--- config.mk ---
export PLATFORM = sky130hd
export DESIGN_NAME = pic24_icsp_sequencer
export DESIGN_NICKNAME = d
export VERILOG_FILES = /design/src/rtl/pic24_icsp_pkg.sv /design/src/rtl/pic24_icsp_steprom.sv /design/src/rtl/pic24_icsp_sequencer.sv
export SDC_FILE = /design/constraint.sdc
export NUM_CORES = 1
export LEC_CHECK = 0
export CAP_MARGIN = 20
export CORE_MARGIN = 2
export CORE_UTILIZATION = 52
export CTS_CLUSTER_DIAMETER = 100
export DETAILED_ROUTE_END_ITERATION = 10
export PLACE_DENSITY = 0.85
export SLEW_MARGIN = 10
export SYNTH_ARGS = -nofsm -noshare
export SYNTH_HDL_FRONTEND = slang
export SYNTH_SLANG_ARGS = --single-unit
--- constraint.sdc ---
create_clock -name clk -period 6.2 [get_ports clk]
set_input_delay 1.86 -clock clk [delete_from_list [all_inputs] [get_ports clk]]
set_output_delay 1.86 -clock clk [all_outputs]
set_load 0.01 [all_outputs]
--- src/rtl/pic24_icsp_pkg.sv ---
// Shared types and opcode constants for the PIC24 ICSP command sequencer and its step table.
package pic24_icsp_pkg;

    typedef enum logic [1:0] {
        OP_SIX    = 2'd0,
        OP_REGOUT = 2'd1,
        OP_READ   = 2'd2,
        OP_RSTVEC = 2'd3
    } op_t;

    typedef enum logic [1:0] {
        S_WAIT_ENG = 2'd0,
        S_IDLE     = 2'd1,
        S_ISSUE    = 2'd2,
        S_WAIT     = 2'd3
    } state_t;

    localparam logic CMD_SIX    = 1'b0;
    localparam logic CMD_REGOUT = 1'b1;

    localparam logic [23:0] NOP          = 24'h000000;
    localparam logic [23:0] TBLRDL_W6_W7 = 24'hBA0B96;
    localparam logic [23:0] MOV_LIT_BASE = 24'h200000;

    localparam logic [3:0] REG_W0 = 4'd0;
    localparam logic [3:0] REG_W6 = 4'd6;
    localparam logic [3:0] REG_W7 = 4'd7;

    typedef struct packed {
        logic        cmd;
        logic [23:0] instr;
        logic        last;
    } step_t;

    // MOV #lit16,Wn encodes as {4'h2, lit16, reg}
    function automatic logic [23:0] mov_lit(input logic [15:0] lit16, input logic [3:0] rg);
        return MOV_LIT_BASE | {4'h0, lit16, rg};
    endfunction

endpackage

--- src/rtl/pic24_icsp_steprom.sv ---
// Combinational step table: maps (op, step, addr, instr) to the engine command, opcode and last-step flag.
module pic24_icsp_steprom
    import pic24_icsp_pkg::*;
#(
    parameter logic [15:0] VISI_ADDR    = 16'h0784,
    parameter logic [23:0] TBLPAG_MOVOP = 24'h8802A0,
    parameter logic [23:0] RESET_VECTOR = 24'h040200
) (
    input  op_t         op,
    input  logic [3:0]  step,
    input  logic [23:0] addr,
    input  logic [23:0] instr,
    output step_t       entry
);

    logic [15:0] addr_lo;

    // program-memory word addresses are even; bit 0 is dropped
    assign addr_lo = addr[15:0] & 16'hFFFE;

    always_comb begin
        entry = '{cmd: CMD_SIX, instr: NOP, last: 1'b0};
        case (op)
            OP_SIX: begin
                entry.instr = instr;
                entry.last  = 1'b1;
            end
            OP_REGOUT: begin
                if (step == 4'd0) entry.cmd  = CMD_REGOUT;
                else              entry.last = 1'b1;
            end
            OP_RSTVEC: begin
                if (step == 4'd0) entry.instr = RESET_VECTOR;
                else              entry.last  = 1'b1;
            end
            OP_READ: begin
                case (step)
                    4'd0:    entry.instr = mov_lit({8'h00, addr[23:16]}, REG_W0);
                    4'd1:    entry.instr = TBLPAG_MOVOP;
                    4'd2:    entry.instr = mov_lit(addr_lo, REG_W6);
                    4'd3:    entry.instr = mov_lit(VISI_ADDR, REG_W7);
                    4'd5:    entry.instr = TBLRDL_W6_W7;
                    4'd8:    entry.cmd   = CMD_REGOUT;
                    4'd9:    entry.last  = 1'b1;
                    default: entry.instr = NOP;
                endcase
            end
            default: entry = '{cmd: CMD_SIX, instr: NOP, last: 1'b1};
        endcase
    end

endmodule

--- src/rtl/pic24_icsp_sequencer.sv ---
// Expands host requests into paced ICSP engine SIX/REGOUT steps and returns REGOUT data as a one-cycle pulse.
module pic24_icsp_sequencer
    import pic24_icsp_pkg::*;
#(
    parameter logic [15:0] VISI_ADDR    = 16'h0784,
    parameter logic [23:0] TBLPAG_MOVOP = 24'h8802A0,
    parameter logic [23:0] RESET_VECTOR = 24'h040200
) (
    input  logic        clk,
    input  logic        rst,
    input  logic        req_valid,
    output logic        req_ready,
    input  logic [1:0]  req_op,
    input  logic [23:0] req_addr,
    input  logic [23:0] req_instr,
    output logic        rsp_valid,
    output logic [15:0] rsp_data,
    output logic        busy,
    output logic [23:0] eng_instr,
    output logic        eng_cmd,
    output logic        eng_valid,
    input  logic        eng_ready,
    input  logic        eng_dvalid,
    input  logic [15:0] eng_dout
);

    state_t      state;
    logic        eng_rdy_flag;
    op_t         op_q;
    logic [23:0] addr_q;
    logic [23:0] instr_q;
    logic [3:0]  step;
    step_t       entry;
    logic        rdy_now;

    pic24_icsp_steprom #(
        .VISI_ADDR    (VISI_ADDR),
        .TBLPAG_MOVOP (TBLPAG_MOVOP),
        .RESET_VECTOR (RESET_VECTOR)
    ) u_steprom (
        .op    (op_q),
        .step  (step),
        .addr  (addr_q),
        .instr (instr_q),
        .entry (entry)
    );

    // react to the ready pulse in the same cycle so rsp_valid trails it by one cycle
    assign rdy_now = eng_rdy_flag | eng_ready;

    always_ff @(posedge clk or posedge rst) begin
        if (rst) begin
            state        <= S_WAIT_ENG;
            eng_rdy_flag <= 1'b0;
            op_q         <= OP_SIX;
            addr_q       <= '0;
            instr_q      <= '0;
            step         <= '0;
            req_ready    <= 1'b0;
            rsp_valid    <= 1'b0;
            rsp_data     <= '0;
            busy         <= 1'b0;
            eng_instr    <= '0;
            eng_cmd      <= 1'b0;
            eng_valid    <= 1'b0;
        end else begin
            rsp_valid <= 1'b0;
            if (eng_valid)      eng_rdy_flag <= 1'b0;
            else if (eng_ready) eng_rdy_flag <= 1'b1;

            case (state)
                S_WAIT_ENG: begin
                    if (rdy_now) begin
                        req_ready <= 1'b1;
                        state     <= S_IDLE;
                    end
                end
                S_IDLE: begin
                    if (req_valid) begin
                        op_q      <= op_t'(req_op);
                        addr_q    <= req_addr;
                        instr_q   <= req_instr;
                        step      <= '0;
                        req_ready <= 1'b0;
                        busy      <= 1'b1;
                        state     <= S_ISSUE;
                    end
                end
                S_ISSUE: begin
                    eng_valid <= 1'b1;
                    eng_cmd   <= entry.cmd;
                    eng_instr <= entry.instr;
                    state     <= S_WAIT;
                end
                S_WAIT: begin
                    eng_valid <= 1'b0;
                    if (eng_cmd == CMD_REGOUT && eng_dvalid) rsp_data <= eng_dout;
                    // a flag left over from before the issue is ignored while eng_valid is still high
                    if (!eng_valid && rdy_now) begin
                        if (entry.last) begin
                            rsp_valid <= (op_q == OP_REGOUT) || (op_q == OP_READ);
                            busy      <= 1'b0;
                            req_ready <= 1'b1;
                            state     <= S_IDLE;
                        end else begin
                            step  <= step + 4'd1;
                            state <= S_ISSUE;
                        end
                    end
                end
                default: state <= S_WAIT_ENG;
            endcase
        end
    end

endmodule

# Yosys cells after proc, flatten, opt, wreduce, memory -nomap -nowiden
# Cells that the tools add are included.
[word_totals] inputBits=71 out_inout_bits=45 register_bits=102
[op_classes] mux=33 eq_ne=17 add_sub_neg=1 n_reduce_logical=18 bitwise=1
[op_table] op="24-bit case mux with 5 select lines" n=1
[op_table] op="24-bit case mux with 3 select lines" n=1
[op_table] op="19-bit two-way mux" n=1
[op_table] op="1-bit two-way mux" n=16
[op_table] op="4-bit two-way mux" n=3
[op_table] op="2-bit inequality test (second input constant)" n=5
[op_table] op="2-bit == test (second input constant)" n=4
[op_table] op="4-bit by 2-bit == test with 1-bit output (second input constant)" n=2
[op_table] op="4-bit == test (second input constant)" n=2
[op_table] op="2-bit two-way mux" n=4
[op_table] op="2-bit case mux with 4 select lines" n=1
[op_table] op="4-bit case mux with 2 select lines" n=1
[op_table] op="4-bit AND reduction" n=2
[op_table] op="1-bit case mux with 2 select lines" n=3
[op_table] op="1-bit case mux with 3 select lines" n=2
[op_table] op="2-bit nonzero test" n=3
[op_table] op="5-bit AND reduction" n=1
[op_table] op="4-bit by 1-bit adder with 4-bit output (second input constant)" n=1
[op_table] op="2-bit by 1-bit == test with 1-bit output (second input constant)" n=2
[op_table] op="4-bit by 1-bit == test with 1-bit output (second input constant)" n=1
[op_table] op="4-bit by 3-bit == test with 1-bit output (second input constant)" n=1
[op_table] op="2-bit logical NOT" n=2
[op_table] op="4-bit logical NOT" n=1
[op_table] op="2-bit AND reduction" n=2
[op_table] op="7 further kinds" n=8

# Longest topological paths before layout
# Gate-level depths: netlist of the first run.
[depth] depth_word=6 depth_mapped=7 ltp_nobuf=6

# Hierarchy
# Synthesis of the first run repeated with hierarchy kept, for this count alone.
[hier_totals] cells_unflattened=345 area_unflattened_um2=4840.9
[by_module_without_submodules] module="pic24_icsp_sequencer" cells_each=242 instances=1 area_each_um2=4179.0 seq_area_each_um2=2552.4
[by_module_without_submodules] module="pic24_icsp_steprom" cells_each=103 instances=1 area_each_um2=661.9 seq_area_each_um2=0.0

# Least setup slack after synthesis of the first run
# No wires, ideal clock.
[synth_timing] path_kind="in2reg" startpoint="in req_valid" endpoint="reg instr_q[8]" n_path_buf=3 slack_ns=3.269 cell_stages=7 arrival_time_ns=2.814 setup_ns=0.117 cell_sequence="nand2_1 or2_2 clkbuf_1 clkbuf_1 clkbuf_1 nand2_1 nand2_1"
[synth_via] elab_chain_cells=1
[synth_rtl] element="start, declared" line="pic24_icsp_sequencer.sv:11" source="input logic req_valid,"
[synth_rtl] element="2-bit AND reduction (no source line)"
[synth_rtl] element="end signal, assigned" line="pic24_icsp_sequencer.sv:82" source="instr_q <= req_instr;"
[synth_rtl] element="end, declared" line="pic24_icsp_sequencer.sv:31" source="logic [23:0] instr_q;"
# No other way between the ends.
# A chain may end at the register's enable or synchronous reset.

# Final worst setup path of the first run
[layout_timing] startpoint="in req_valid" endpoint="reg step[1]"
[layout_via] elab_chain_cells=2
[layout_rtl] element="2-bit inequality test (no source line)"
[layout_rtl] element="4-bit AND reduction (no source line)"
[layout_rtl] element="end signal, assigned" line="pic24_icsp_sequencer.sv:106" source="step <= step + 4'd1;"
[layout_rtl] element="end, declared" line="pic24_icsp_sequencer.sv:32" source="logic [3:0] step;"
# No other way between the ends.

==> results of run 1 <==
cell families (layout without fill, tap and decap cells):
kind of cell | count (synthesis) | count (layout) | synth area share (%)
and+or+nand+nor | 203 | 203 | 19.15
DFF | 101 | 101 | 58.00
AOI/OAI and AO/OA | 79 | 79 | 12.43
buffers and inverters | 34 | 140 | 3.302
muxes | 19 | 19 | 4.823
adders and majority gates | 8 | 8 | 2.297
flip-flops by register name, summed over array words and instances, names as in the netlist:
signal	count
eng_instr	24
instr_q	24
addr_q	23
rsp_data	16
step	4
op_q	2
state	2
busy	1
eng_cmd	1
eng_rdy_flag	1
eng_valid	1
req_ready	1
rsp_valid	1
final cells by class:
class | instances | area, sq um | share of cell area [%]
repair buffers | 117 | 1180 | 20.34
well taps | 105 | 131.4 | 2.265
inverters | 8 | 32.53 | 0.5608
flip-flops and latches | 101 | 2527 | 43.57
clock buffers | 9 | 123.9 | 2.135
multi-input cells | 309 | 1694 | 29.21
clock inverters | 6 | 111.4 | 1.920
worst max-delay path, cell delays in order:
cell,delay (ps)
clkdlybuf4s50_1,430
nand2_1,160
or2_2,740
nand2_1,130
mux2i_1,160
how the worst max path moves through the flow:
| stage | slack, ps | cells past startpoint | end | startpoint |
|---|---|---|---|---|
| global route | 2760 | 5 | step[1] | req_valid |
| CTS | 2790 | 5 | instr_q[9] | req_valid |
| finish | 2960 | 5 | step[1] | req_valid |
| detailed placement | 2410 | 4 | op_q[0] | req_valid |
| floorplan | 1690 | 1 | addr_q[10] | rst |
| global placement | 2490 | 5 | instr_q[9] | req_valid |
stage by stage:
step	setup slack (ps)	cell area (sq um)	hold WS [ps]	utilization [%]	total power [mW]
final	2956	5801	480.1	70.95	2.681
after floorplan	1693	4358	444.6	-	1.730
after CTS	2791	5769	485.7	70.57	2.676
after global routing	2761	5801	503.0	70.95	2.865
after global placement	2494	5534	458.4	67.69	2.128
after detailed placement	2406	5534	462.9	67.69	2.189
metal layers:
layer / track usage (%) / vias up
li1: - / 1687
met1: 33.76 / 1710
met2: 37.94 / 166
met3: 4.743 / 16
met4: 8.214 / 0
met5: 0 / -
layout by cell type (no fill, tap or decap), types with 3 or more instances in the layout:
cell type        instances
mux2_2                  16
o21ai_0                 23
clkdlybuf4s50_1        114
nand3_1                  4
a22oi_1                 17
inv_1                    7
nand2_1                169
ha_1                     8
dfrtp_1                101
mux2i_1                  3
bufinv_16                3
a2bb2oi_1                4
o31ai_1                  3
clkbuf_8                 9
a221oi_1                 3
nor2_1                  11
a21oi_1                 12
power by group through the flow:
stage                     logic, mW  clock network [mW]  registers (mW)
after CTS                      1.07               0.491            1.11
final                          1.08               0.484            1.12
after global routing           1.20               0.521            1.15
after global placement         1.02                   0            1.11
after detailed placement       1.06                   0            1.13
after floorplan               0.609                   0            1.12
==> reports/qor.csv, run 1 <==
stage,metric,value,unit
synth,"flops & latches, synth",101,
place,Detail Placement HPWL,7484,microns
global_routing,total track usage,24.12,%
power_and_ir_drop,Power Internal,1.722,mW
synth,"area leader, netlist",dfrtp_1,
synth,net count after synthesis,523,
synth,most instantiated cells after synthesis,"nand2_1, dfrtp_1, o21ai_0, clkbuf_1, a22oi_1",
cts,worst skew pair latency,360,ps
sta,setup TNS,0,ps
global_routing,largest net degree at the start of global routing,59,
route,vias,3579,
route,via/cell ratio,5.464,
sta,RSZ-0062 raised after global routing,no,
die,die area,0.009129,sq mm
route,WL met1,4587,microns
critical_path,Crit. End Element,flip-flop,
synth,Synth Cell Area,0.004358,sq mm
synth,Synth top area share,58.00,%
synth,most common cell in the synthesized netlist,nand2_1,
cts,Clock Path Buffers,2,
synth,Area contributors post-synth,"dfrtp_1, nand2_1, mux2_2",
route,drt pass-1 iters,5,
power_and_ir_drop,Sw Ratio,35.79,%
synth,ys flop type,dfrtp_1,
cts,Worst-path clk slew,90,ps
route,ANT nets after route,0,
route,WL met3,831,microns
worst_hold_path,Hold Path Depth,2,
cts,CTS hold repair buffers,0,
route,max layer used,met4,
global_routing,global route total overflow,0,
synth,"FFs w/ async S/R, synth",100.0,%
layout,n_diodes,0,
sta,Final Critical Period,3244,ps
die,Starting Density,53.31,%
critical_path,worst setup path class,input pin to flip-flop,
sta,Final Hold Fails,0,
critical_path,R2R Path End,step[3],
place,dpl cells,638,
cts,postcts setup bufs,0,
cts,post_cts resized,0,
place,port bufs,114,
worst_hold_path,Hold Crit Class,flip-flop to flip-flop,
synth,sequential fraction of the synthesis area,58.00,%
sta,Final Setup Violations,0,
worst_hold_path,Hold EP,instr_q[19],
cts,htree depth,3,
synth,Post-synth EDFFs,0,
die,Die H,95.55,microns
synth,Synth cell types,46,
layout,Filler cells,585,
cts,CTS tree,done,
die,chip width,95.55,microns
layout,Final Net Count,625,
route,drc violations,0,
sta,Slew Limit Fails,0,
sta,max frequency,308.2,MHz
critical_path,critical path required time,6480,ps
power_and_ir_drop,Flop pwr share,41.7,%
critical_path,CP max FO,49,
route,first-iteration detailed-routing DRC count,290,
critical_path,R2R cell count,6,
place,gpl congestion,0.8094,
status,status,finished clean,
route,wire length per cell,16.20,microns
synth,Post-Syn Instances,444,
global_routing,initial antenna violation count,0,
sta,worst-margin pin slew,930.9,ps
power_and_ir_drop,combinational power share,40.2,%
critical_path,CP arrival,3530,ps
cts,root buffer cell,clkbuf_8,
sta,Final period util,52.33,%
cts,CTS buffer count,9,
power_and_ir_drop,power per cell area,462.2,mW/mm^2
power_and_ir_drop,LEAKAGE,2.690,nW
synth,syn_area_per_cell,9.815,sq um
power_and_ir_drop,Clk network pwr share,18.0,%
layout,"non-filler cells, final",655,
layout,Area Growth Syn to Fin,33.10,%
power_and_ir_drop,VDD IR-drop max,0.2046,mV
die,Top Ports,116,
route,Post-Route WL,10610,microns
worst_hold_path,hold path startpoint,instr_q[19],
sta,skew final,6.553,ps
cts,clock sinks,101,
critical_path,worst reg2reg startpoint,step[0],
global_routing,vias in the first global route,3393,
die,Rows,33,
critical_path,CP startpoint kind,input pin,
die,Core Footprint,0.008175,sq mm
sta,Slew Limit Headroom,37.94,%
power_and_ir_drop,switching power total,0.9595,mW
global_routing,global-route wire length before repair,16820,microns
job,max_cap viols,0,
synth,YS warnings,0,
route,Met2 Wirelength,5051,microns
critical_path,Worst R2R Setup Slack,3880,ps
layout,share of post-route cells with drive strength above 1,7.818,%
(Power assumes the default switching activity.)
==> run 2, diff against run 1 <==
--- a/config.mk
+++ b/config.mk
@@ -7,10 +7,10 @@
 export LEC_CHECK = 0
 export CAP_MARGIN = 20
 export CORE_MARGIN = 2
-export CORE_UTILIZATION = 52
+export CORE_UTILIZATION = 44
 export CTS_CLUSTER_DIAMETER = 100
 export DETAILED_ROUTE_END_ITERATION = 10
-export PLACE_DENSITY = 0.85
+export PLACE_DENSITY = 0.77
 export SLEW_MARGIN = 10
 export SYNTH_ARGS = -nofsm -noshare
 export SYNTH_HDL_FRONTEND = slang
==> constraint.sdc (replaced) <==
create_clock -name clk -period 2.83 [get_ports clk]
set_input_delay 0.849 -clock clk [delete_from_list [all_inputs] [get_ports clk]]
set_output_delay 0.849 -clock clk [all_outputs]
set_load 0.01 [all_outputs]
==> run 2 against run 1 <==
  * Utilization decreased by 11 points
  * Sequential share of layout area is 0.39 points lower
  * Flip-flop and latch count did not move
  * Clock skew increased by 3.8 ps
  * Worst hold slack improved by 5.2 ps
  * Register-to-register slack worse by 3300 ps
  * Via count down 0.84%
  * Final area rose by 0.91%
  * Combinational power increased by 120%
  * Largest cell class unchanged
==> reports/qor.csv, run 2 (same netlist as run 1, synthesis figures left out) <==
stage,metric,value,unit,change
sta,worst-margin pin slew,1005,ps,+73.90 ps
layout,Final Net Count,631,,+0.96%
layout,Area Growth Syn to Fin,34.31,%,
critical_path,Worst path slowest cell,or4_1,,
cts,postcts setup bufs,0,,unchanged
cts,Worst-path clk slew,90,ps,about the same
route,drc violations,0,,unchanged
layout,n_diodes,0,,unchanged
sta,skew final,10.31,ps,+3.754 ps
sta,RSZ-0062 raised after global routing,no,,
sta,Final Hold Fails,0,,unchanged
route,wire length per cell,15.20,microns,-6.2%
cts,CTS hold repair buffers,0,,unchanged
global_routing,initial antenna violation count,0,,unchanged
die,Top Ports,116,,unchanged
job,max_cap viols,0,,unchanged
place,Place WS,364.6,ps,-2042 ps
route,Post-Route WL,10490,microns,-1.1%
sta,Final Critical Period,2292,ps,
layout,Largest regs,"eng_instr x24, instr_q x24, addr_q x23",,
critical_path,worst setup path class,flip-flop to flip-flop,,
critical_path,CP arrival,2590,ps,-940 ps
power_and_ir_drop,LEAKAGE,2.695,nW,+0.18%
layout,"commonest non-fill, non-tap cell in the layout",nand2_1,,
place,Detail Placement HPWL,7750,microns,+3.6%
cts,CTS tree,done,,
critical_path,crit path cell chain,inv_1 > ha_1 > nor3b_4 > o211ai_4 > or4_1 > a21oi_1,,
critical_path,CP startpoint kind,flip-flop,,
sta,max frequency,436.4,MHz,
die,Core Footprint,0.009684,sq mm,+18%
cts,Clock Path Buffers,2,,unchanged
route,ANT nets after route,0,,unchanged
place,gpl congestion,0.8499,,+5.0%
route,via/cell ratio,5.143,,-5.9%
power_and_ir_drop,VDD IR-drop max,0.3692,mV,+80%
global_routing,vias in the first global route,3596,,+6.0%
die,die area,0.01072,sq mm,+17%
worst_hold_path,Hold Crit Class,flip-flop to flip-flop,,
global_routing,largest net degree at the start of global routing,42,,-29%
place,port bufs,114,,unchanged
status,status,finished clean,,
die,Starting Density,45.00,%,-8.3 points
cts,root buffer cell,clkbuf_8,,
layout,most frequent cells in the layout,"nand2_1, clkdlybuf4s50_1, dfrtp_1, o21ai_0, a22oi_1",,
die,chip width,103.5,microns,+8.3%
cts,post_cts resized,0,,unchanged
route,drt pass-1 iters,5,,unchanged
cts,clock sinks,101,,unchanged
route,first-iteration detailed-routing DRC count,266,,-8.3%
sta,"Worst Setup Slack, final",538.4,ps,-2417 ps
sta,Slew Limit Headroom,33.01,%,-4.9 points
route,vias,3549,,-0.84%
die,Rows,36,,+9.1%
die,Die H,103.5,microns,+8.3%
global_routing,global route total overflow,0,,unchanged
sta,Slew Limit Fails,0,,unchanged
global_routing,total track usage,20.69,%,-3.4 points
layout,share of post-route cells with drive strength above 1,8.797,%,+0.98 points
sta,setup TNS,0,ps,unchanged
cts,htree depth,3,,unchanged
cts,worst skew pair latency,370,ps,about the same
critical_path,critical path required time,3130,ps,-3350 ps
critical_path,Crit. End Element,flip-flop,,
power_and_ir_drop,power per cell area,967.7,mW/mm^2,+110%
sta,Final Setup Violations,0,,unchanged
critical_path,CP peak stage delay,530,ps,-210 ps
global_routing,global-route wire length before repair,17780,microns,+5.7%
cts,CTS buffer count,9,,unchanged
sta,Final period util,80.97,%,
critical_path,CP max FO,10,,-80%
run 2: cell type report:
class / count / area (sq um)
clock buffers: 11 / 141.4
clock inverters: 5 / 43.79
fillers: 807 / 3831
inverters: 8 / 33.78
multi-input cells: 309 / 1694
flip-flops and latches: 101 / 2527
well taps: 133 / 166.4
repair buffers: 123 / 1246
run 2: per-stage QoR:
| step | utilization [%] | instance area, sq um | hold WS, ps | instances | total power, mW |
|---|---|---|---|---|---|
| 4_1_cts | 60.44 | 5853 | 486.1 | 690 | 5.698 |
| 3_3_place_gp | 58.53 | 5668 | 458.3 | 674 | 4.729 |
| 6_report | 60.44 | 5853 | 485.3 | 690 | 5.664 |
| 5_1_grt | 60.44 | 5853 | 500.2 | 690 | 6.078 |
| 2_1_floorplan | - | 4362 | 444.6 | 444 | 3.791 |
| 3_5_place_dp | 58.53 | 5668 | 462.5 | 674 | 4.828 |
run 2: path summary, 6_finish.rpt:
path / start / to / slack [ps] / cells past startpoint
worst min register to register: addr_q[5] / addr_q[5] / 490 / 2
worst max-delay path: step[0] / step[3] / 540 / 6
worst max register to register: step[0] / step[3] / 540 / 6
min in group asynchronous: rst / rsp_data[0] / 900 / 2
max in group asynchronous: rst / instr_q[23] / 1390 / 3
worst min-delay path: addr_q[5] / addr_q[5] / 490 / 2
run 2: report_power, final:
part / internal (mW) / leakage [nW] / total [mW] / switching [mW]
Sequential: 2.04 / 1.29 / 2.44 / 0.394
Combinational: 1.16 / 1.31 / 2.36 / 1.20
Clock: 0.355 / 0.0881 / 0.867 / 0.512
run 2: critical path, delay by kind of cell (launching register included):
kind | cells | cell delay, ps
AO/OA/AOI/OAI | 2 | 330
adder cells (fa/ha/maj) | 1 | 390
buffers and inverters | 1 | 110
flip-flops | 1 | 450
AND/OR/NAND/NOR | 2 | 950
run 2: per-layer routing:
layer	global-route usage (%)	vias up	part of all wire (%)
li1	-	1693	-
met4	9.653	0	2.5
met2	31.60	132	46
met1	29.02	1701	46
met3	3.524	23	5.4
met5	0	-	0
==> run 3, diff against run 2 <==
--- a/config.mk
+++ b/config.mk
@@ -7,10 +7,10 @@
 export LEC_CHECK = 0
 export CAP_MARGIN = 20
 export CORE_MARGIN = 2
-export CORE_UTILIZATION = 44
+export CORE_UTILIZATION = 48
 export CTS_CLUSTER_DIAMETER = 100
 export DETAILED_ROUTE_END_ITERATION = 10
-export PLACE_DENSITY = 0.77
+export PLACE_DENSITY = 0.79
 export SLEW_MARGIN = 10
 export SYNTH_ARGS = -nofsm -noshare
 export SYNTH_HDL_FRONTEND = slang
==> constraint.sdc (replaced) <==
create_clock -name clk -period 2.3 [get_ports clk]
set_input_delay 0.69 -clock clk [delete_from_list [all_inputs] [get_ports clk]]
set_output_delay 0.69 -clock clk [all_outputs]
set_load 0.01 [all_outputs]
==> run 3 against run 2 <==
  * Final area up 0.53%
  * Clock skew down 1.3 ps
  * Utilization up 6.7 points
  * Total power up 26%
  * Non-clock buffer count up 4
  * Clock power up 28%
==> reports/qor.csv, run 3 (same netlist as run 1, synthesis figures left out) <==
stage,metric,value,unit,change
status,status,finished clean,,
power_and_ir_drop,combinational power share,42.8,%,+1.1 points
global_routing,global-route wire length before repair,17600,microns,-1.0%
critical_path,CP startpoint,op_q[1],,
global_routing,global route total overflow,0,,unchanged
route,ANT nets after route,0,,unchanged
layout,n_diodes,0,,unchanged
sta,RSZ-0062 raised after global routing,no,,
cts,CTS hold repair buffers,0,,unchanged
critical_path,cell class contributing the biggest share of worst-path delay,simple AND/OR/NAND/NOR gates,,
power_and_ir_drop,power per cell area,1216,mW/mm^2,+26%
cts,Worst-path clk slew,90,ps,about the same
sta,Final Setup Violations,0,,unchanged
layout,Largest regs,"eng_instr x24, instr_q x24, addr_q x23",,
layout,most frequent cells in the layout,"nand2_1, clkdlybuf4s50_1, dfrtp_1, o21ai_0, a22oi_1",,
die,Core Footprint,0.008763,sq mm,-9.5%
sta,worst-margin pin slew,546.0,ps,-458.8 ps
layout,Util after Layout,67.15,%,+6.7 points
sta,Final Hold Fails,0,,unchanged
sta,worst hold slack,483.7,ps,-1.602 ps
power_and_ir_drop,switching power total,2.636,mW,+25%
cts,htree depth,3,,unchanged
die,Starting Density,49.73,%,+4.7 points
cts,worst skew pair latency,360,ps,about the same
critical_path,CP Buf/Inv Count,1,,unchanged
cts,Clock Path Buffers,2,,unchanged
route,Post-Route WL,10900,microns,+3.9%
route,drt pass-1 iters,5,,unchanged
sta,max frequency,481.9,MHz,+10%
cts,post_cts resized,0,,unchanged
route,wire length per cell,16.29,microns,+7.2%
critical_path,CP max FO,13,,+3
place,Detail Placement HPWL,7797,microns,+0.60%
critical_path,worst setup path class,flip-flop to flip-flop,,
power_and_ir_drop,Sw Ratio,36.85,%,-0.42 points
critical_path,CP peak stage delay,640,ps,+110 ps
power_and_ir_drop,VDD IR-drop max,0.4761,mV,+29%
job,max_cap viols,0,,unchanged
critical_path,worst reg2reg startpoint,op_q[1],,
layout,"commonest non-fill, non-tap cell in the layout",nand2_1,,
worst_hold_path,hold path startpoint,addr_q[3],,
layout,FF+latch area,0.002527,sq mm,unchanged
power_and_ir_drop,Power Internal,4.518,mW,+27%
place,gpl congestion,0.8628,,+1.5%
power_and_ir_drop,Flop pwr share,41.6,%,-1.4 points
die,Rows,34,,-5.6%
layout,"non-filler cells, final",669,,-3.0%
global_routing,vias in the first global route,3629,,+0.92%
layout,Area Growth Syn to Fin,35.03,%,
cts,postcts setup bufs,0,,unchanged
power_and_ir_drop,Clk network pwr share,15.5,%,+0.2 points
cts,CTS buffer count,9,,unchanged
critical_path,Crit. End Element,flip-flop,,
die,chip width,99.29,microns,-4.1%
power_and_ir_drop,Design Power,7.154,mW,+26%
sta,Slew Limit Headroom,63.60,%,+31 points
route,first-iteration detailed-routing DRC count,280,,+5.3%
cts,clock sinks,101,,unchanged
layout,multi-input logic area,0.001694,sq mm,unchanged
global_routing,largest net degree at the start of global routing,50,,+19%
die,Die H,99.29,microns,-4.1%
place,dpl cells,653,,-3.1%
power_and_ir_drop,LEAKAGE,2.720,nW,+0.93%
sta,Final period util,90.22,%,+9.2 points
global_routing,total track usage,22.29,%,+1.6 points
route,vias,3615,,+1.9%
layout,Filler cells,685,,-15%
die,die area,0.009858,sq mm,-8.0%
route,via/cell ratio,5.404,,+5.1%
critical_path,Worst path slowest cell,or3b_2,,
sta,setup TNS,0,ps,unchanged
worst_hold_path,Hold Crit Class,flip-flop to flip-flop,,
sta,Slew Limit Fails,0,,unchanged
sta,skew final,8.971,ps,-1.335 ps
die,Top Ports,116,,unchanged
critical_path,CP startpoint kind,flip-flop,,
route,drc violations,0,,unchanged
critical_path,CP arrival,2340,ps,-250 ps
critical_path,crit path cell chain,inv_1 > ha_1 > or3b_2 > nor2_1 > nand3_1 > o31ai_1,,
cts,root buffer cell,clkbuf_8,,
critical_path,critical path required time,2560,ps,-570 ps
sta,Final Critical Period,2075,ps,-216.5 ps
global_routing,initial antenna violation count,0,,unchanged
layout,Final Net Count,635,,+0.63%
place,port bufs,114,,unchanged
layout,share of post-route cells with drive strength above 1,9.269,%,+0.47 points
cts,CTS tree,done,,
[run 3: metal layers]
layer	wire length [microns]	track usage, %	part of all wire, %	up-vias
met5	0	0	0	-
met4	173	7.060	1.6	0
met3	691	3.162	6.3	21
met2	5165	36.23	47	135
met1	4868	31.31	45	1743
li1	-	-	-	1716
[run 3: power by group through the flow]
stage	registers [mW]	logic, mW	clock network (mW)
finish	2.98	3.06	1.11
global route	3.07	3.37	1.19
CTS	2.98	3.07	1.13
detailed placement	3.01	3.05	0
global placement	2.97	2.94	0
floorplan	3.02	1.64	0
[run 3: worst paths after layout]
| check | endpoint | slack (ps) | cells after the start |
|---|---|---|---|
| max | eng_instr[20] | 220 | 6 |
| min | addr_q[3] | 480 | 2 |
| max reg2reg | eng_instr[20] | 220 | 6 |
| min reg2reg | addr_q[3] | 480 | 2 |
| max in group asynchronous | addr_q[14] | 1110 | 3 |
| min in group asynchronous | instr_q[6] | 660 | 2 |
[run 3: layout make-up]
| cell class | instances | area share, % |
|---|---|---|
| repair buffers | 127 | 22.11 |
| flip-flops and latches | 101 | 42.95 |
| multi-input cells | 309 | 28.79 |
| inverters | 8 | 0.5741 |
| well taps | 108 | 2.296 |
| clock buffers | 11 | 2.233 |
| clock inverters | 5 | 1.042 |
[run 3: per-stage QoR]
step | setup slack, ps | instance area [sq um]
global placement | 98.98 | 5692
CTS | 215.9 | 5884
detailed placement | 55.61 | 5692
global route | 76.38 | 5884
finish | 224.9 | 5884
floorplan | 406.4 | 4362
[run 3: worst register-to-register path: cells and delay by family (launching register included)]
family / cells / cell delay, ps
simple gates: 3 / 1040
buf+inv: 1 / 80
compound gates: 1 / 280
fa+ha+maj: 1 / 230
flops: 1 / 370
